File: src/rtl/i2c_master_pkg.sv
// Shared I2C master definitions: master FSM state encoding and SCL timing defaults.
package i2c_master_pkg;

  typedef enum logic [3:0] {
    ST_IDLE            = 4'd0,
    ST_READY           = 4'd1,
    ST_SEND_ADDRESS    = 4'd2,
    ST_CHECK_ACK       = 4'd3,
    ST_WRITE_DATA      = 4'd4,
    ST_OUTPUT_DATA     = 4'd5,
    ST_READ_DATA       = 4'd6,
    ST_STORE_DATA      = 4'd7,
    ST_SEND_ACK        = 4'd8,
    ST_SEND_NACK       = 4'd9,
    ST_CHECK_FOR_VALID = 4'd10,
    ST_STOP            = 4'd11
  } master_state_t;

  localparam int T_LOW_DEF     = 6;
  localparam int T_HIGH_DEF    = 4;
  localparam int THRESHOLD_DEF = 2;

  // States in which bit_idx counts completed bit periods.
  function automatic logic is_shift_state(input logic [3:0] s);
    return (s == ST_SEND_ADDRESS) || (s == ST_OUTPUT_DATA) ||
           (s == ST_READ_DATA)    || (s == ST_STORE_DATA);
  endfunction

endpackage

File: src/rtl/i2c_bit_shifter.sv
// Byte register with parallel load and MSB-first shift (serial-in at LSB).
module i2c_bit_shifter #(
  parameter int DATA_W = 8
) (
  input  logic              clk,
  input  logic              rst_n,
  input  logic              load,
  input  logic [DATA_W-1:0] load_val,
  input  logic              shift,
  input  logic              shift_in,
  output logic [DATA_W-1:0] q
);

  always_ff @(posedge clk or negedge rst_n) begin
    if (!rst_n) begin
      q <= '0;
    end else if (load) begin
      q <= load_val;
    end else if (shift) begin
      q <= {q[DATA_W-2:0], shift_in};
    end
  end

endmodule

File: src/rtl/i2c_sda_ctrl.sv
// I2C master SDA data path: START/STOP generation, byte shift-out, ACK and read-byte sampling,
// all timed from the master state and the scl_generate phase counter.
module i2c_sda_ctrl
  import i2c_master_pkg::*;
#(
  parameter int T_LOW     = T_LOW_DEF,
  parameter int T_HIGH    = T_HIGH_DEF,
  parameter int THRESHOLD = THRESHOLD_DEF,
  parameter int DRIVE_PT  = 2,
  parameter int SAMPLE_PT = 8,
  parameter int START_PT  = 1,
  parameter int STOP_REL  = 6,
  parameter int DATA_LEN  = 8
) (
  input  logic       clk,
  input  logic       rst_n,
  input  logic [3:0] state_master,
  input  logic [6:0] count_ctrl,
  input  logic [6:0] tx_addr,
  input  logic       tx_rw,
  input  logic [7:0] tx_data,
  input  logic       sda_in,
  output logic       sda_oe,
  output logic [7:0] rx_data,
  output logic       rx_valid,
  output logic       ack_ok,
  output logic       ack_err,
  output logic [3:0] bit_idx
);

  localparam logic [6:0] DRIVE_C   = 7'(DRIVE_PT);
  localparam logic [6:0] SAMPLE_C  = 7'(SAMPLE_PT);
  localparam logic [6:0] START_C   = 7'(START_PT);
  localparam logic [6:0] BIT_END_C = 7'(T_LOW + T_HIGH - 1);
  // The release must land after scl_generate has raised SCL in Stop; clamp an early setting.
  localparam logic [6:0] STOP_C    = 7'((STOP_REL > 2*THRESHOLD) ? STOP_REL : 2*THRESHOLD + 1);
  localparam logic [3:0] LEN_C     = 4'(DATA_LEN);

  logic [3:0] state_q;
  logic       entry, at_drive, at_sample, at_bit_end, bits_left, last_bit;
  logic       tx_load, tx_shift, rx_load, rx_shift;
  logic [7:0] tx_load_val, tx_q, rx_q;
  logic       ack_done, rx_pend;
  logic       unused_bits;

  assign entry      = (state_master != state_q);
  assign at_drive   = !entry && (count_ctrl == DRIVE_C);
  assign at_sample  = !entry && (count_ctrl == SAMPLE_C);
  assign at_bit_end = !entry && (count_ctrl == BIT_END_C);
  assign bits_left  = (bit_idx < LEN_C);
  assign last_bit   = (bit_idx == LEN_C - 4'd1);

  assign tx_load     = entry && ((state_master == ST_SEND_ADDRESS) || (state_master == ST_WRITE_DATA));
  assign tx_load_val = (state_master == ST_SEND_ADDRESS) ? {tx_addr, tx_rw} : tx_data;
  assign tx_shift    = at_drive && bits_left &&
                       ((state_master == ST_SEND_ADDRESS) || (state_master == ST_OUTPUT_DATA));
  assign rx_load     = entry && (state_master == ST_READ_DATA);
  assign rx_shift    = at_sample && bits_left &&
                       ((state_master == ST_READ_DATA) || (state_master == ST_STORE_DATA));
  assign unused_bits = ^{tx_q[6:0], rx_q[7]};

  i2c_bit_shifter #(.DATA_W(8)) u_tx_sr (
    .clk      (clk),
    .rst_n    (rst_n),
    .load     (tx_load),
    .load_val (tx_load_val),
    .shift    (tx_shift),
    .shift_in (1'b0),
    .q        (tx_q)
  );

  i2c_bit_shifter #(.DATA_W(8)) u_rx_sr (
    .clk      (clk),
    .rst_n    (rst_n),
    .load     (rx_load),
    .load_val (8'h00),
    .shift    (rx_shift),
    .shift_in (sda_in),
    .q        (rx_q)
  );

  always_ff @(posedge clk or negedge rst_n) begin
    if (!rst_n) begin
      state_q  <= ST_IDLE;
      sda_oe   <= 1'b0;
      rx_data  <= '0;
      rx_valid <= 1'b0;
      rx_pend  <= 1'b0;
      ack_ok   <= 1'b0;
      ack_err  <= 1'b0;
      ack_done <= 1'b0;
      bit_idx  <= '0;
    end else begin
      state_q  <= state_master;
      ack_ok   <= 1'b0;
      ack_err  <= 1'b0;
      rx_pend  <= rx_shift && last_bit;
      rx_valid <= rx_pend;
      if (rx_shift && last_bit) rx_data <= {rx_q[6:0], sda_in};

      // Store_Data continues the byte started in Read_Data, so its count is kept.
      if (entry) begin
        ack_done <= 1'b0;
        if (!((state_master == ST_STORE_DATA) && (state_q == ST_READ_DATA))) bit_idx <= '0;
      end else if (is_shift_state(state_master) && at_bit_end && bits_left) begin
        bit_idx <= bit_idx + 4'd1;
      end

      case (state_master)
        ST_IDLE:                         sda_oe <= 1'b0;
        ST_READY:                        if (!entry && (count_ctrl == START_C)) sda_oe <= 1'b1;
        ST_SEND_ADDRESS, ST_OUTPUT_DATA: if (at_drive) sda_oe <= bits_left ? ~tx_q[7] : 1'b0;
        ST_CHECK_ACK: begin
          if (at_drive) sda_oe <= 1'b0;
          if (at_sample && !ack_done) begin
            ack_ok   <= ~sda_in;
            ack_err  <= sda_in;
            ack_done <= 1'b1;
          end
        end
        ST_READ_DATA, ST_STORE_DATA:     if (!entry) sda_oe <= 1'b0;
        ST_SEND_ACK:                     if (at_drive) sda_oe <= 1'b1;
        ST_SEND_NACK:                    if (at_drive) sda_oe <= 1'b0;
        ST_WRITE_DATA, ST_CHECK_FOR_VALID: begin
        end
        ST_STOP: begin
          if (entry)                         sda_oe <= 1'b1;
          else if (count_ctrl == STOP_C)     sda_oe <= 1'b0;
        end
        default:                         sda_oe <= 1'b0;
      endcase
    end
  end

endmodule

File: config.mk
export PLATFORM = sky130hd
export DESIGN_NAME = i2c_sda_ctrl
export DESIGN_NICKNAME = d
export VERILOG_FILES = /design/src/rtl/i2c_master_pkg.sv /design/src/rtl/i2c_bit_shifter.sv /design/src/rtl/i2c_sda_ctrl.sv
export SDC_FILE = /design/constraint.sdc
export NUM_CORES = 1
export LEC_CHECK = 0
export ABC_AREA = 1
export BUFFER_PORTS_ARGS = -buffer_cell sky130_fd_sc_hd__buf_2
export CORE_MARGIN = 1
export CORE_UTILIZATION = 48
export DETAILED_ROUTE_END_ITERATION = 6
export PLACE_DENSITY = 0.75
export SYNTH_ARGS = -nofsm -noshare
export SYNTH_HDL_FRONTEND = slang
export SYNTH_SLANG_ARGS = --single-unit
File: constraint.sdc
create_clock -name clk -period 1.3 [get_ports clk]
set_input_delay 0.065 -clock clk [delete_from_list [all_inputs] [get_ports clk]]
set_output_delay 0.065 -clock clk [all_outputs]
set_load 0.02 [all_outputs]
==> metrics.md <==
| Metric | Value |
|---|---|
| Worst Skew | 0.008412 ns |
| Yosys warnings | 0 |
| GRT overflow | 0 |
| Mapped Nets | 323 |
| Gr usage total | roughly a quarter |
| Main flop type after synthesis | dfrtp_1 |
| TritonCTS Buffers | 5 |
| Worst skew pair latency | 0.29 ns |
| Total core area | 0.004058 sq mm |
| Crit path time final | 1.463 ns |
| Pre-antenna DRT Iters | 4 |
| Synth top area share | 45.01% |
| Worst R2R Path Depth | 10 |
| Via Count | 2065 |
| Initial antenna violation count | 0 |
| Worst EP required | 1.53 ns |
| Avg Inst Size Synth | 7.044 sq um |
| Chip width | 67.46 microns |
| CTS tree | done |
| R2R Path End | rx_data[1] |
| Fin. Hold Viols | 0 |
| R2r setup slk | -0.16 ns |
| Reg clk slew, reported paths | 0.08 ns |
| Largest delay contributor family on the critical path | simple AND/OR/NAND/NOR gates |
| Area leader, netlist | dfrtp_1 |
| Slew headroom | 68.43% |
| Most frequent cells after synthesis | nand2_1, dfrtp_1, nor2_1 |
| PwrDens | roughly 940 mW/mm^2 |
| Final setup viols | 31 |
| Max Cap Viol | 0 |
| DR vias/cell | 4.791 |
| Pin count of the biggest net entering global routing | 38 |
| Crit-path max FO | 5 |
| Clock Tree Buf Depth | 2 |
| Highest clock rate | 0.6837 GHz |
| CP endpoint kind | flip-flop |
| Async set-reset flop share out of synthesis | 100.0% |
| DR DRC count | 0 |
| Most used cell, CP | nand2_1 |
| Htree depth | 2 |
| Slowest-stage cell, CP | dfrtp_1 |
| Sequential area share after synthesis | 45.01% |
| Iteration-0 DRC Markers | between 100 and 150 |
| FILL cells | 356 |
| Final Power | 0.002609 W |
| Failing checks | setup timing |
| HP Class | input port to flip-flop |
| Port bufs | 45 |
| Crit path from | state_q[0] |
| Die ar. | about 0.0046 sq mm |
| Worst path arrival time | 1.70 ns |
| Critical path type | flip-flop to flip-flop |
| CTS root buf | clkbuf_8 |
| Area grow syn2layout | 35.34% |
| Die Ht | 67.46 microns |
| Worst Path Buf+Inv | 2 |
| Antenna viol nets, final | 0 |
| Synthesized area | 0.002057 sq mm |
| Vias in the first global route | 1952 |
| Num ports | 46 |
| Post-route setup slack | -0.1627 ns |
| Row cnt | 23 |
| Worst-margin pin slew | between 0.4 and 0.5 ns |
| Starting Density | 50.69% |
| Crit path to | rx_data[1] |
| Nets | 411 |
| Number of inserted diodes | 0 |
| Outcome | finished with violations |
| CP peak stage delay | roughly 0.4 ns |
| Slew Viols, Final | 0 |
| Synth unique cells | 23 |
| Post-synth EDFFs | 0 |
| GPL Wtd Cong | ~0.87 |
| Number of synthesized register bits | 37 |
| First-pass GRT wire length | 7969 microns |
| Routed WL per cell | approximately 11 microns |
| Leakage | about 1.7 nW |
| CP Launch Type | flip-flop |
| WP depth | 10 |
| Hpwl dp | between 3000 and 4000 microns |
| VDD IR-drop max | about 0.48 mV |
| Post-synthesis cell count | 292 |
| Most frequent cell after synthesis | nand2_1 |
| Total placed cells including tap cells | 412 |
| Reg2reg start | state_q[0] |
| Routed wire length | 4634 microns |
| Clk sinks | 37 |
| RSZ-0062 raised after global routing | yes |
| Critical-path cell list | nand2_1 > nand2_2 > nor2_4 > nand2_4 > inv_6 > nand3_4 > buf_4 > nor2_4 > nand2_1 > nand2_1 |
| Fin cells | 431 |
| Proportion of layout cells with a drive suffix above 1 | between 30 and 40% |
| Crit share post-route | 112.5% |
| Top post-synthesis cells by area | dfrtp_1, nand2_1, nand3_1 |
==> flip-flops by register name, summed over array words and instances (netlist names) <==
| signal | count |
|---|---|
| u_rx_sr.q | 7 |
| bit_idx | 4 |
| ack_err | 1 |
| ack_ok | 1 |
| rx_valid | 1 |
| u_tx_sr.q | 8 |
| rx_data | 8 |
| rx_pend | 1 |
| state_q | 4 |
| sda_oe | 1 |
| ack_done | 1 |
==> through the flow <==
step	hold slack, ns	setup TNS [ns]	cell area (sq um)	setup WS [ns]	util (%)
after floorplan	-0.2306	-0.5620	2064	-0.06002	-
after global placement	0.1369	-1.849	2545	-0.1024	62.72
after detailed placement	0.1369	-2.744	2545	-0.1389	62.72
after CTS	0.1250	-2.949	2759	-0.1390	67.99
after global routing	0.1369	-7.163	2784	-0.2987	68.61
final	0.1217	-2.948	2784	-0.1627	68.61
==> power by group <==
group	switching [W]	internal [W]
registers	0.0000591	0.00125
logic	0.000279	0.000227
clock network	0.000423	0.000370
total	0.000761	0.00185
==> area by class of cell <==
| type | instances | area [sq um] | share of cell area [%] |
|---|---|---|---|
| clock buffers | 5 | 68.82 | 2.472 |
| inverters | 33 | 133.9 | 4.809 |
| well taps | 50 | 62.56 | 2.247 |
| repair buffers | 82 | 518.0 | 18.61 |
| clock inverters | 3 | 17.52 | 0.6292 |
| multi-input cells | 221 | 1057 | 37.98 |
| flip-flops and latches | 37 | 925.9 | 33.26 |
==> how the worst min path moves through the flow <==
| stage | from | slack, ns | to | depth (start not counted) |
|---|---|---|---|---|
| 6_report | tx_rw | 0.12 | u_tx_sr.q[0] | 4 |
| 2_1_floorplan | rst_n | -0.23 | ack_done | 0 |
| 3_3_place_gp | rst_n | 0.14 | bit_idx[2] | 2 |
| 5_1_grt | tx_rw | 0.14 | u_tx_sr.q[0] | 4 |
| 3_5_place_dp | rst_n | 0.14 | bit_idx[1] | 2 |
| 4_1_cts | tx_rw | 0.13 | u_tx_sr.q[0] | 4 |
==> metal layers <==
| metal | GRT usage [%] | routed length, microns |
|---|---|---|
| met1 | 26.91 | 2098 |
| met4 | 9.043 | 90 |
| met3 | 6.419 | 177 |
| met2 | 41.21 | 2268 |
| met5 | 0 | 0 |
==> repair_timing <==
item / in CTS / in global routing
pin swaps: 2 / 2
hold endpoints to repair: 42 / 0
gates cloned: 1 / 0
gates resized for setup: 10 / 5
endpoints found under the setup margin: 30 / 32
buffers inserted: 3 / 1
hold buffers: 6 / 0
==> kinds of logic after synthesis <==
kind of cell	synth area share (%)
compound gates	1.703
fa+ha+maj	0.6082
buf+inv	6.874
flops	45.01
simple gates	45.80
==> placed cells by master (no fill, tap or decap), drive strengths merged, types with 2 or more instances in the layout <==
cell type    synthesis  routed
buf                  2      76
clkbuf               0       5
clkinv               0       2
dfrtp               37      37
dlygate4sd3          0       6
inv                 33      33
nand2              143     143
nand3               28      28
nand4                3       3
nor2                32      33
nor3                 4       4
o21a                 2       2
o21ai                4       4
==> worst reg2reg max path, stage by stage (launching register included) <==
cell	delay [ns]
dfrtp_1	0.40
nand2_1	0.09
nand2_2	0.07
nor2_4	0.12
nand2_4	0.10
inv_6	0.08
nand3_4	0.11
buf_4	0.18
nor2_4	0.13
nand2_1	0.07
nand2_1	0.06
Power figures use the tool's default switching activity.
